## src/rtl/tube_scan_ctrl_pkg.sv

```systemverilog
`default_nettype none
// ============================================================================
// Module : tube_scan_ctrl_pkg
// Brief  : Register map, CTRL field positions and scan FSM states shared by
//          the tube scan controller and its sub-blocks.
// Rev    : 1.0 - initial release
// ============================================================================
package tube_scan_ctrl_pkg;

  localparam logic [1:0] TUBE_ADDR_STG_LO = 2'd0;
  localparam logic [1:0] TUBE_ADDR_STG_HI = 2'd1;
  localparam logic [1:0] TUBE_ADDR_CTRL   = 2'd2;
  localparam logic [1:0] TUBE_ADDR_STATUS = 2'd3;

  localparam int CTRL_BIT_EN  = 0;
  localparam int CTRL_BIT_LZB = 1;
  localparam int CTRL_DP_LSB  = 8;

  localparam logic [7:0] TUBE_ALL_OFF = 8'hFF;

  typedef enum logic [1:0] {
    ST_IDLE  = 2'd0,
    ST_BLANK = 2'd1,
    ST_SHOW  = 2'd2
  } tube_state_e;

endpackage
`default_nettype wire

```

## src/rtl/tube_seg_decode.sv

```systemverilog
`default_nettype none
// ============================================================================
// Module : tube_seg_decode
// Brief  : Hex nibble to active-low seven-segment pattern, bit order g..a.
// Rev    : 1.0 - initial release
// ============================================================================
module tube_seg_decode (
  input  logic [3:0] i_hex,
  output logic [6:0] o_seg
);

  always_comb begin
    o_seg = 7'h7F;
    unique case (i_hex)
      4'h0: o_seg = 7'h40;
      4'h1: o_seg = 7'h79;
      4'h2: o_seg = 7'h24;
      4'h3: o_seg = 7'h30;
      4'h4: o_seg = 7'h19;
      4'h5: o_seg = 7'h12;
      4'h6: o_seg = 7'h02;
      4'h7: o_seg = 7'h78;
      4'h8: o_seg = 7'h00;
      4'h9: o_seg = 7'h10;
      4'hA: o_seg = 7'h08;
      4'hB: o_seg = 7'h03;
      4'hC: o_seg = 7'h46;
      4'hD: o_seg = 7'h21;
      4'hE: o_seg = 7'h06;
      4'hF: o_seg = 7'h0E;
    endcase
  end

endmodule
`default_nettype wire

```

## src/rtl/tube_scan_ctrl.sv

```systemverilog
`default_nettype none
// ============================================================================
// Module : tube_scan_ctrl
// Brief  : 8-digit tube scanner with blank gap, staged digit registers that
//          commit at frame wrap, leading-zero blanking and dp mask.
// Rev    : 1.0 - initial release
// ============================================================================
module tube_scan_ctrl
  import tube_scan_ctrl_pkg::*;
#(
  parameter int CPU_WIDTH = 16,
  parameter int SCAN_DIV  = 50000,
  parameter int BLANK_CYC = 500
) (
  input  logic                 clk,
  input  logic                 rst_n,
  input  logic                 wr_en,
  input  logic                 rd_en,
  input  logic [1:0]           addr,
  input  logic [CPU_WIDTH-1:0] wdata,
  output logic [CPU_WIDTH-1:0] rdata,
  output logic [7:0]           tube_en,
  output logic [7:0]           seg_led,
  output logic                 frame_pulse
);

  localparam int CNT_W = $clog2(SCAN_DIV);
  localparam logic [CNT_W-1:0] C_BLANK_LAST = CNT_W'(BLANK_CYC - 1);
  localparam logic [CNT_W-1:0] C_SHOW_LAST  = CNT_W'(SCAN_DIV - BLANK_CYC - 1);

  tube_state_e            r_state, w_state_nxt;
  logic [2:0]             r_idx, w_idx_nxt;
  logic [CNT_W-1:0]       r_cnt, w_cnt_nxt;
  logic [CPU_WIDTH-1:0]   r_stg_lo, r_stg_hi, r_ctrl;
  logic [CPU_WIDTH-1:0]   w_stg_lo_nxt, w_stg_hi_nxt;
  logic [2*CPU_WIDTH-1:0] r_live;
  logic [7:0]             r_frame_cnt;
  logic                   w_en, w_wrap, w_blank_digit;
  logic [7:0]             w_lz, w_dp_mask;
  logic [3:0]             w_nib;
  logic [6:0]             w_seg;

  assign w_en      = r_ctrl[CTRL_BIT_EN];
  assign w_dp_mask = r_ctrl[CTRL_DP_LSB +: 8];

  // Same-cycle staging writes are folded in so a write on the commit cycle lands in LIVE.
  assign w_stg_lo_nxt = (wr_en && addr == TUBE_ADDR_STG_LO) ? wdata : r_stg_lo;
  assign w_stg_hi_nxt = (wr_en && addr == TUBE_ADDR_STG_HI) ? wdata : r_stg_hi;

  always_comb begin
    w_state_nxt = r_state;
    w_idx_nxt   = r_idx;
    w_cnt_nxt   = r_cnt;
    w_wrap      = 1'b0;
    if (!w_en) begin
      w_state_nxt = ST_IDLE;
      w_idx_nxt   = 3'd0;
      w_cnt_nxt   = '0;
    end else begin
      unique case (r_state)
        ST_IDLE: begin
          w_state_nxt = ST_BLANK;
          w_cnt_nxt   = '0;
        end
        ST_BLANK: begin
          if (r_cnt == C_BLANK_LAST) begin
            w_state_nxt = ST_SHOW;
            w_cnt_nxt   = '0;
          end else begin
            w_cnt_nxt = r_cnt + CNT_W'(1);
          end
        end
        ST_SHOW: begin
          if (r_cnt == C_SHOW_LAST) begin
            w_state_nxt = ST_BLANK;
            w_cnt_nxt   = '0;
            w_idx_nxt   = r_idx + 3'd1;
            w_wrap      = (r_idx == 3'd7);
          end else begin
            w_cnt_nxt = r_cnt + CNT_W'(1);
          end
        end
        default: w_state_nxt = ST_IDLE;
      endcase
    end
  end

  always_ff @(posedge clk or negedge rst_n) begin
    if (!rst_n) begin
      r_state <= ST_IDLE;
      r_idx   <= 3'd0;
      r_cnt   <= '0;
    end else begin
      r_state <= w_state_nxt;
      r_idx   <= w_idx_nxt;
      r_cnt   <= w_cnt_nxt;
    end
  end

  always_ff @(posedge clk or negedge rst_n) begin
    if (!rst_n) begin
      r_stg_lo    <= '0;
      r_stg_hi    <= '0;
      r_ctrl      <= '0;
      r_live      <= '0;
      r_frame_cnt <= 8'd0;
    end else begin
      r_stg_lo <= w_stg_lo_nxt;
      r_stg_hi <= w_stg_hi_nxt;
      if (wr_en && addr == TUBE_ADDR_CTRL) r_ctrl <= wdata;
      if (w_wrap) begin
        r_live      <= {w_stg_hi_nxt, w_stg_lo_nxt};
        r_frame_cnt <= r_frame_cnt + 8'd1;
      end
    end
  end

  // w_lz[k] is set when LIVE digits 7..k are all zero.
  always_comb begin
    w_lz    = 8'h00;
    w_lz[7] = (r_live[31:28] == 4'd0);
    for (int k = 6; k >= 0; k--) begin
      w_lz[k] = w_lz[k+1] && (r_live[k*4 +: 4] == 4'd0);
    end
  end

  assign w_nib         = r_live[{r_idx, 2'b00} +: 4];
  assign w_blank_digit = r_ctrl[CTRL_BIT_LZB] && (r_idx != 3'd0) && w_lz[r_idx];

  tube_seg_decode u_seg_decode (
    .i_hex (w_nib),
    .o_seg (w_seg)
  );

  always_comb begin
    tube_en = TUBE_ALL_OFF;
    seg_led = TUBE_ALL_OFF;
    if (r_state == ST_SHOW) begin
      tube_en = ~(8'd1 << r_idx);
      seg_led = {~w_dp_mask[r_idx], (w_blank_digit ? 7'h7F : w_seg)};
    end
  end

  assign frame_pulse = w_wrap;

  always_comb begin
    rdata = '0;
    if (rd_en) begin
      unique case (addr)
        TUBE_ADDR_STG_LO: rdata = r_stg_lo;
        TUBE_ADDR_STG_HI: rdata = r_stg_hi;
        TUBE_ADDR_CTRL:   rdata = r_ctrl;
        TUBE_ADDR_STATUS: rdata = {r_frame_cnt, 4'd0, (r_state == ST_SHOW), r_idx};
      endcase
    end
  end

endmodule
`default_nettype wire

```

## config.mk

```make
export PLATFORM = sky130hd
export DESIGN_NAME = tube_scan_ctrl
export DESIGN_NICKNAME = d
export VERILOG_FILES = /design/src/rtl/tube_scan_ctrl_pkg.sv /design/src/rtl/tube_seg_decode.sv /design/src/rtl/tube_scan_ctrl.sv
export SDC_FILE = /design/constraint.sdc
export NUM_CORES = 1
export LEC_CHECK = 0
export ABC_AREA = 1
export CAP_MARGIN = 20
export CORE_MARGIN = 10
export CORE_UTILIZATION = 58
export CTS_BUF_LIST = sky130_fd_sc_hd__clkbuf_8 sky130_fd_sc_hd__clkbuf_16
export DETAILED_ROUTE_END_ITERATION = 16
export HOLD_SLACK_MARGIN = 0.08
export PLACE_DENSITY = 0.84
export SYNTH_ARGS = -nofsm -noshare
export SYNTH_HDL_FRONTEND = slang
export SYNTH_HIERARCHICAL = 1
export SYNTH_SLANG_ARGS = --single-unit
```

## constraint.sdc

```tcl
create_clock -name clk -period 3.88 [get_ports clk]
set_clock_uncertainty 0.15 [all_clocks]
set_input_delay 0.776 -clock clk [delete_from_list [all_inputs] [get_ports clk]]
set_output_delay 0.776 -clock clk [all_outputs]
set_load 0.01 [all_outputs]
```

== After elaboration in Yosys (flattened, before gate mapping) ==
Memory sizes are Yosys's and may differ from the RTL's.
Index checks and enable logic that the tools add are counted.

* Bits in registers: 109
* Bits in latches: 0
* RAM bits: 0
* Bits in read-only memories: 112
* Input bits: 22
* Output and inout bits: 33
* Memories: 1

* Add/subtract/negate cells: 3
* Multipliers: 0
* Div/mod/pow operators: 0
* Order comparisons: 1
* Equal/unequal tests: 13
* Shift-type cells: 2
* Mux-type cells: 25
* Bitwise logic cells: 2
* Reduce and logical (&&, ||, !) cells: 25

{| class="wikitable"
|+ Memory list
! name !! words !! width !! rd ports !! clocked after memory_dff !! write ports !! line !! text
|-
| (name not given) || 16 || 7 || 1 || 0 || 0 || tube_seg_decode.sv:14 || <nowiki>unique case (i_hex)</nowiki>
|}

{| class="wikitable"
|+ Operators by type and width
! operator !! number
|-
| $mux 16 || 6
|-
| $pmux 16 s4 || 1
|-
| $pmux 16 s3 || 1
|-
| $logic_not 4->1 || 8
|-
| $shiftx 32x6->4 || 1
|-
| $add 16x1->16 const B || 1
|-
| $eq 16x16->1 const B || 1
|-
| $eq 16x9->1 const B || 1
|-
| $mux 8 || 2
|-
| $logic_and 1x1->1 || 12
|-
| $mux 3 || 3
|-
| $add 8x1->8 const B || 1
|-
| $not 8->8 || 1
|-
| $shl 1x3->8 const A || 1
|-
| $mux 7 || 1
|-
| $bmux 1 s3 || 2
|-
| $eq 2x2->1 const B || 3
|-
| $mux 2 || 3
|-
| $ne 3x3->1 const B || 2
|-
| $pmux 2 s3 || 1
|-
| $mux 1 || 5
|-
| $eq 2x1->1 const B || 2
|-
| $logic_not 2->1 || 2
|-
| $lt 3x4->1 const B || 1
|-
| other kinds (7) || 9
|}

== Longest topological paths before layout ==
* Word-level depth: 13
* Depth in mapped cells: 14
* Depth with buffers taken out: 14

== By module ==
Netlist, hierarchy kept.

{| class="wikitable"
|+ Modules (own cells, without submodules)
! module !! instances !! cells an instance !! area an instance (µm²) !! seq. area each (µm²)
|-
| tube_scan_ctrl || 1 || 808 || 5949.5 || 2727.6
|-
| tube_seg_decode || 1 || 49 || 274.0 || 0.0
|}

== Worst setup path after synthesis ==
OpenSTA, ideal clock, no wires.

* Kind: register to output
* Start point: reg r_idx[0]
* End point: out seg_led[3]
* Arrival: 2.129 ns
* Required time: 2.954 ns
* Setup slack: 0.825 ns
* Cell stages (with the launch flop): 14
* Path buffers: 1
* Cell sequence: dfrtp_1 -> inv_1 -> clkbuf_1 -> o21ai_0 -> nand2_1 -> nor2_1 -> a31oi_1 -> inv_1 -> ha_1 -> nand2_1 -> nand3_1 -> nand2_1 -> inv_1 -> nand3_1

{| class="wikitable"
|+ RTL lines
! what !! line !! text
|-
| from (decl) || tube_scan_ctrl.sv:32 || <nowiki>logic [2:0] r_idx, w_idx_nxt;</nowiki>
|-
| from (signal assigned) || tube_scan_ctrl.sv:95 || <nowiki>r_idx <= w_idx_nxt;</nowiki>
|-
| $shiftx 32x6->4 || tube_scan_ctrl.sv:127 || <nowiki>assign w_nib = r_live[{r_idx, 2'b00} +: 4];</nowiki>
|-
| named net w_nib[1] || tube_scan_ctrl.sv:40 || <nowiki>logic [3:0] w_nib;</nowiki>
|-
| $mem_v2 16x7 || - ||
|-
| named net w_seg[3] || tube_scan_ctrl.sv:41 || <nowiki>logic [6:0] w_seg;</nowiki>
|-
| $mux 7 || tube_scan_ctrl.sv:140 || <nowiki>seg_led = {~w_dp_mask[r_idx], (w_blank_digit ? 7'h7F : w_seg)};</nowiki>
|-
| $mux 8 || tube_scan_ctrl.sv:138 || <nowiki>if (r_state == ST_SHOW) begin</nowiki>
|-
| to (decl) || tube_scan_ctrl.sv:23 || <nowiki>output logic [7:0] seg_led,</nowiki>
|}

The timed path passes the listed nets, and every way through them passes these cells. The select of a mux whose other input is x is not followed.

== Worst setup path in the final report ==
* Start point: in addr[1]
* End point: out rdata[2]

* Longest elaborated chain between the ends: 3

{| class="wikitable"
|+ RTL lines
! what !! line !! text
|-
| from (decl) || tube_scan_ctrl.sv:19 || <nowiki>input logic [1:0] addr,</nowiki>
|-
| $eq 2x2->1 (tied with other cells) || tube_scan_ctrl.sv:149 || <nowiki>unique case (addr)</nowiki>
|-
| $pmux 16 s4 * || tube_scan_ctrl.sv:149 ||
|-
| $mux 16 * || tube_scan_ctrl.sv:148 || <nowiki>if (rd_en) begin</nowiki>
|-
| to (decl) || tube_scan_ctrl.sv:21 || <nowiki>output logic [CPU_WIDTH-1:0] rdata,</nowiki>
|}

Mark *: on every way between the ends. The rest lies on a longest branch, timed or not.

==> metrics.txt <==
Final ANT Viol Nets=0; fillers=roughly 890; Leak=about 3.4 nW; CP Data Required Time=2950 ps; Post-DP HPWL=12.3 mm; type of origin of the critical path=primary input; most common cell in the synthesized netlist=nand2_1; Flop pwr share=about 54%; Worst Setup End Kind=output pin; sw frac=between 30% and 40%; RSZ-0062 raised after global routing=false; initial core utilization=between 60% and 70%; clock-pin slew on the worst setup and hold paths=about 110 ps; Yosys cell types=33; maxcap violations=0; WL/cell=around 16 µm; diode count=0; Mapped Area=roughly 0.0062 mm²; Comb pwr share=around 16%; Layout Utilization=about 70%; Max Slew Vio Count=0; worst-margin pin slew=1010 ps; Setup Crit Path Kind=in -> out; Power Density=about 330 mW/mm²; critical path's top delay family=buffers and inverters; Detailed Route WL=between 15 and 20 mm; Synth Net Count=roughly 900; via count=5,764; H-tree Lvls=3; crit path buf inv count=4; drt first pass iters=6; VDD IR-drop max=0.000251 V; worst skew pair latency=around 400 ps; CTS max path bufs=2; gr ovfl total=0; critical path's slowest cell=clkdlybuf4s50_1; total track usage=22.7%; Worst R2R Path Depth=10; Die H=roughly 120 µm; DR vias/cell=approximately 5.5; Max stage delay on crit path=approximately 600 ps; crit path launch=addr[1]; dominant cell type by area after synthesis=dfrtp_1; Worst path depth=7; Synth top cells by count=nand2_1, dfrtp_1, inv_1; DIE AREA=roughly 0.015 mm²; pin count of the biggest net entering global routing=between 60 and 70; placed cells=between 1,000 and 1,500; run status=completed; Reg2Reg Setup Slack=1140 ps; number of port buffers=54; fin cells=1,053; Multi-input gate area=approximately 0.0029 mm²; Max Freq=between 200 and 300 MHz; CP dominant cell by count=clkdlybuf4s50_1; Arr. time, crit path=2750 ps; slew margin rel.=between 30% and 40%; post-synth top area share=between 40% and 50%; min Tclk post-route=about 3700 ps; Clk pwr share=between 30% and 40%; YS warnings=6; Fin. Hold Viols=0; asr flop ratio synth=between 90% and 100%; synthesized instance count=857; drt first-iter violations=638; Post-synth EDFFs=0; Hold WS=around 320 ps; Seq/Total Area, Yosys=43.8%; die width=~120 µm; synth top area cells=dfrtp_1, nand2_1, o21ai_0, inv_1, nand3_1; CTS tree=built; Seq. cell area=between 0.002 and 0.003 mm²; Sw Pwr=0.766 mW; worst flop-to-flop path startpoint=r_idx[1]$_DFFE_PN0P_; ys flop type=dfrtp_1; vias in the first global route=~5,500; # clock sinks=109; cts hold-fix bufs=0; Yosys reg bits=109; reg2reg end=r_live[12]$_DFFE_PN0P_; Final TNS setup=0 ps; P_int=1.63 mW; Final Cycle Share=94.7%; Avg Cell Area, Syn=slightly above 7 µm²; number of nets in the layout=about 950; worst setup path end=rdata[2]; DRC violations left=0; worst hold path type=in -> async; Root Driver=clkbuf_8; core area=~0.010 mm²; first-pass GRT wire length=roughly 28 mm; Layout area overhead=15.4%; Finish-stage setup viols=0; total CTS buffers=9; worst-path cell chain=clkdlybuf4s50_1 > nand2_1 > inv_1 > buf_4 > a221oi_1 > a21oi_1 > clkdlybuf4s50_1; share of layout cells above drive strength 1=between 6 and 7%; CP max FO=12; io pins=55; # rows=37; antenna violations before repair=0; RePlAce Congestion=0.972
[metrics by stage]
step	worst slack, ps	total power [mW]	area (µm²)
floorplan	825	1.51	6220
global placement	249	1.68	6890
detailed placement	250	1.69	6890
CTS	46.0	2.41	7100
global route	95.4	2.52	7180
finish	206	2.40	7180
[registers in the layout, indices dropped and copies added (netlist names)]
signal / flops
r_cnt: 16
r_ctrl: 16
r_frame_cnt: 8
r_idx: 3
r_live: 32
r_state: 2
r_stg_hi: 16
r_stg_lo: 16
[final cells by class]
type                            instances  area share [%]
Sequential cell                       109            38.0
Clock buffer                            9            1.73
Clock inverter                          7            1.17
Multi-Input combinational cell        607            40.5
Inverter                              108            5.80
Timing Repair Buffer                   77            10.4
Tap cell                              136            2.37
[logic make-up (layout without fill, tap and decap cells)]
kind of cell    count (synthesis)  after routing  synth area share, %
xor+xnor                        8              8                 1.13
simple gates                  402            402                 26.6
flops                         109            109                 43.8
buf+inv                       141            201                 9.59
fa+ha+maj                      19             19                 3.82
compound gates                178            178                 15.0
[worst reg2reg max path: stages (launching register included)]
cell and delay [ps]:
dfrtp_1 440, buf_6 200, ha_1 210, ha_1 200, nand2_1 100, nor2_1 190
nand3_4 210, clkinv_4 90, buf_4 490, nand2_1 280, o21ai_1 130
[how the worst min path moves through the flow]
stage / start / to / slack, ps / cells past startpoint
finish: rst_n / r_ctrl[9]$_DFFE_PN0P_ / 320 / 1
global route: rst_n / r_stg_lo[10]$_DFF_PN0_ / 370 / 1
global placement: r_ctrl[5]$_DFFE_PN0P_ / r_ctrl[5]$_DFFE_PN0P_ / 320 / 2
detailed placement: r_ctrl[7]$_DFFE_PN0P_ / r_ctrl[7]$_DFFE_PN0P_ / 330 / 2
floorplan: r_ctrl[3]$_DFFE_PN0P_ / r_ctrl[3]$_DFFE_PN0P_ / 300 / 2
CTS: rst_n / r_ctrl[6]$_DFFE_PN0P_ / 340 / 1
[power by group through the flow]
| stage | Sequential, mW | Clock (mW) | Combinational, mW |
|---|---|---|---|
| CTS | 1.29 | 0.737 | 0.383 |
| finish | 1.29 | 0.729 | 0.379 |
| detailed placement | 1.31 | 0 | 0.383 |
| floorplan | 1.28 | 0 | 0.223 |
| global route | 1.30 | 0.786 | 0.431 |
| global placement | 1.31 | 0 | 0.370 |
[placed cells by master, fill, tap and decap left out, types with 8 or more instances in the layout]
master           instances
buf_4                   21
a221oi_1                 8
inv_1                   98
clkdlybuf4s50_1         46
o21ai_0                 99
dfrtp_1                109
nand4_1                 11
nand3_1                 48
o21ai_1                 29
clkbuf_8                 9
nand2_1                271
nor2_1                  57
ha_1                    19
a21oi_1                 33
[repair_timing]
action	4_1_cts	5_1_grt
setup buffers	0	6
setup endpoints to repair	0	7
gates resized for setup	0	15
[metal layers]
metal / global-route usage (%) / share of wire (%)
met4: 7.06 / 2.3
met5: 0 / 0
met1: 29.5 / 44
met2: 37.4 / 48
met3: 4.75 / 6.0
Power figures use the tool's default switching activity.
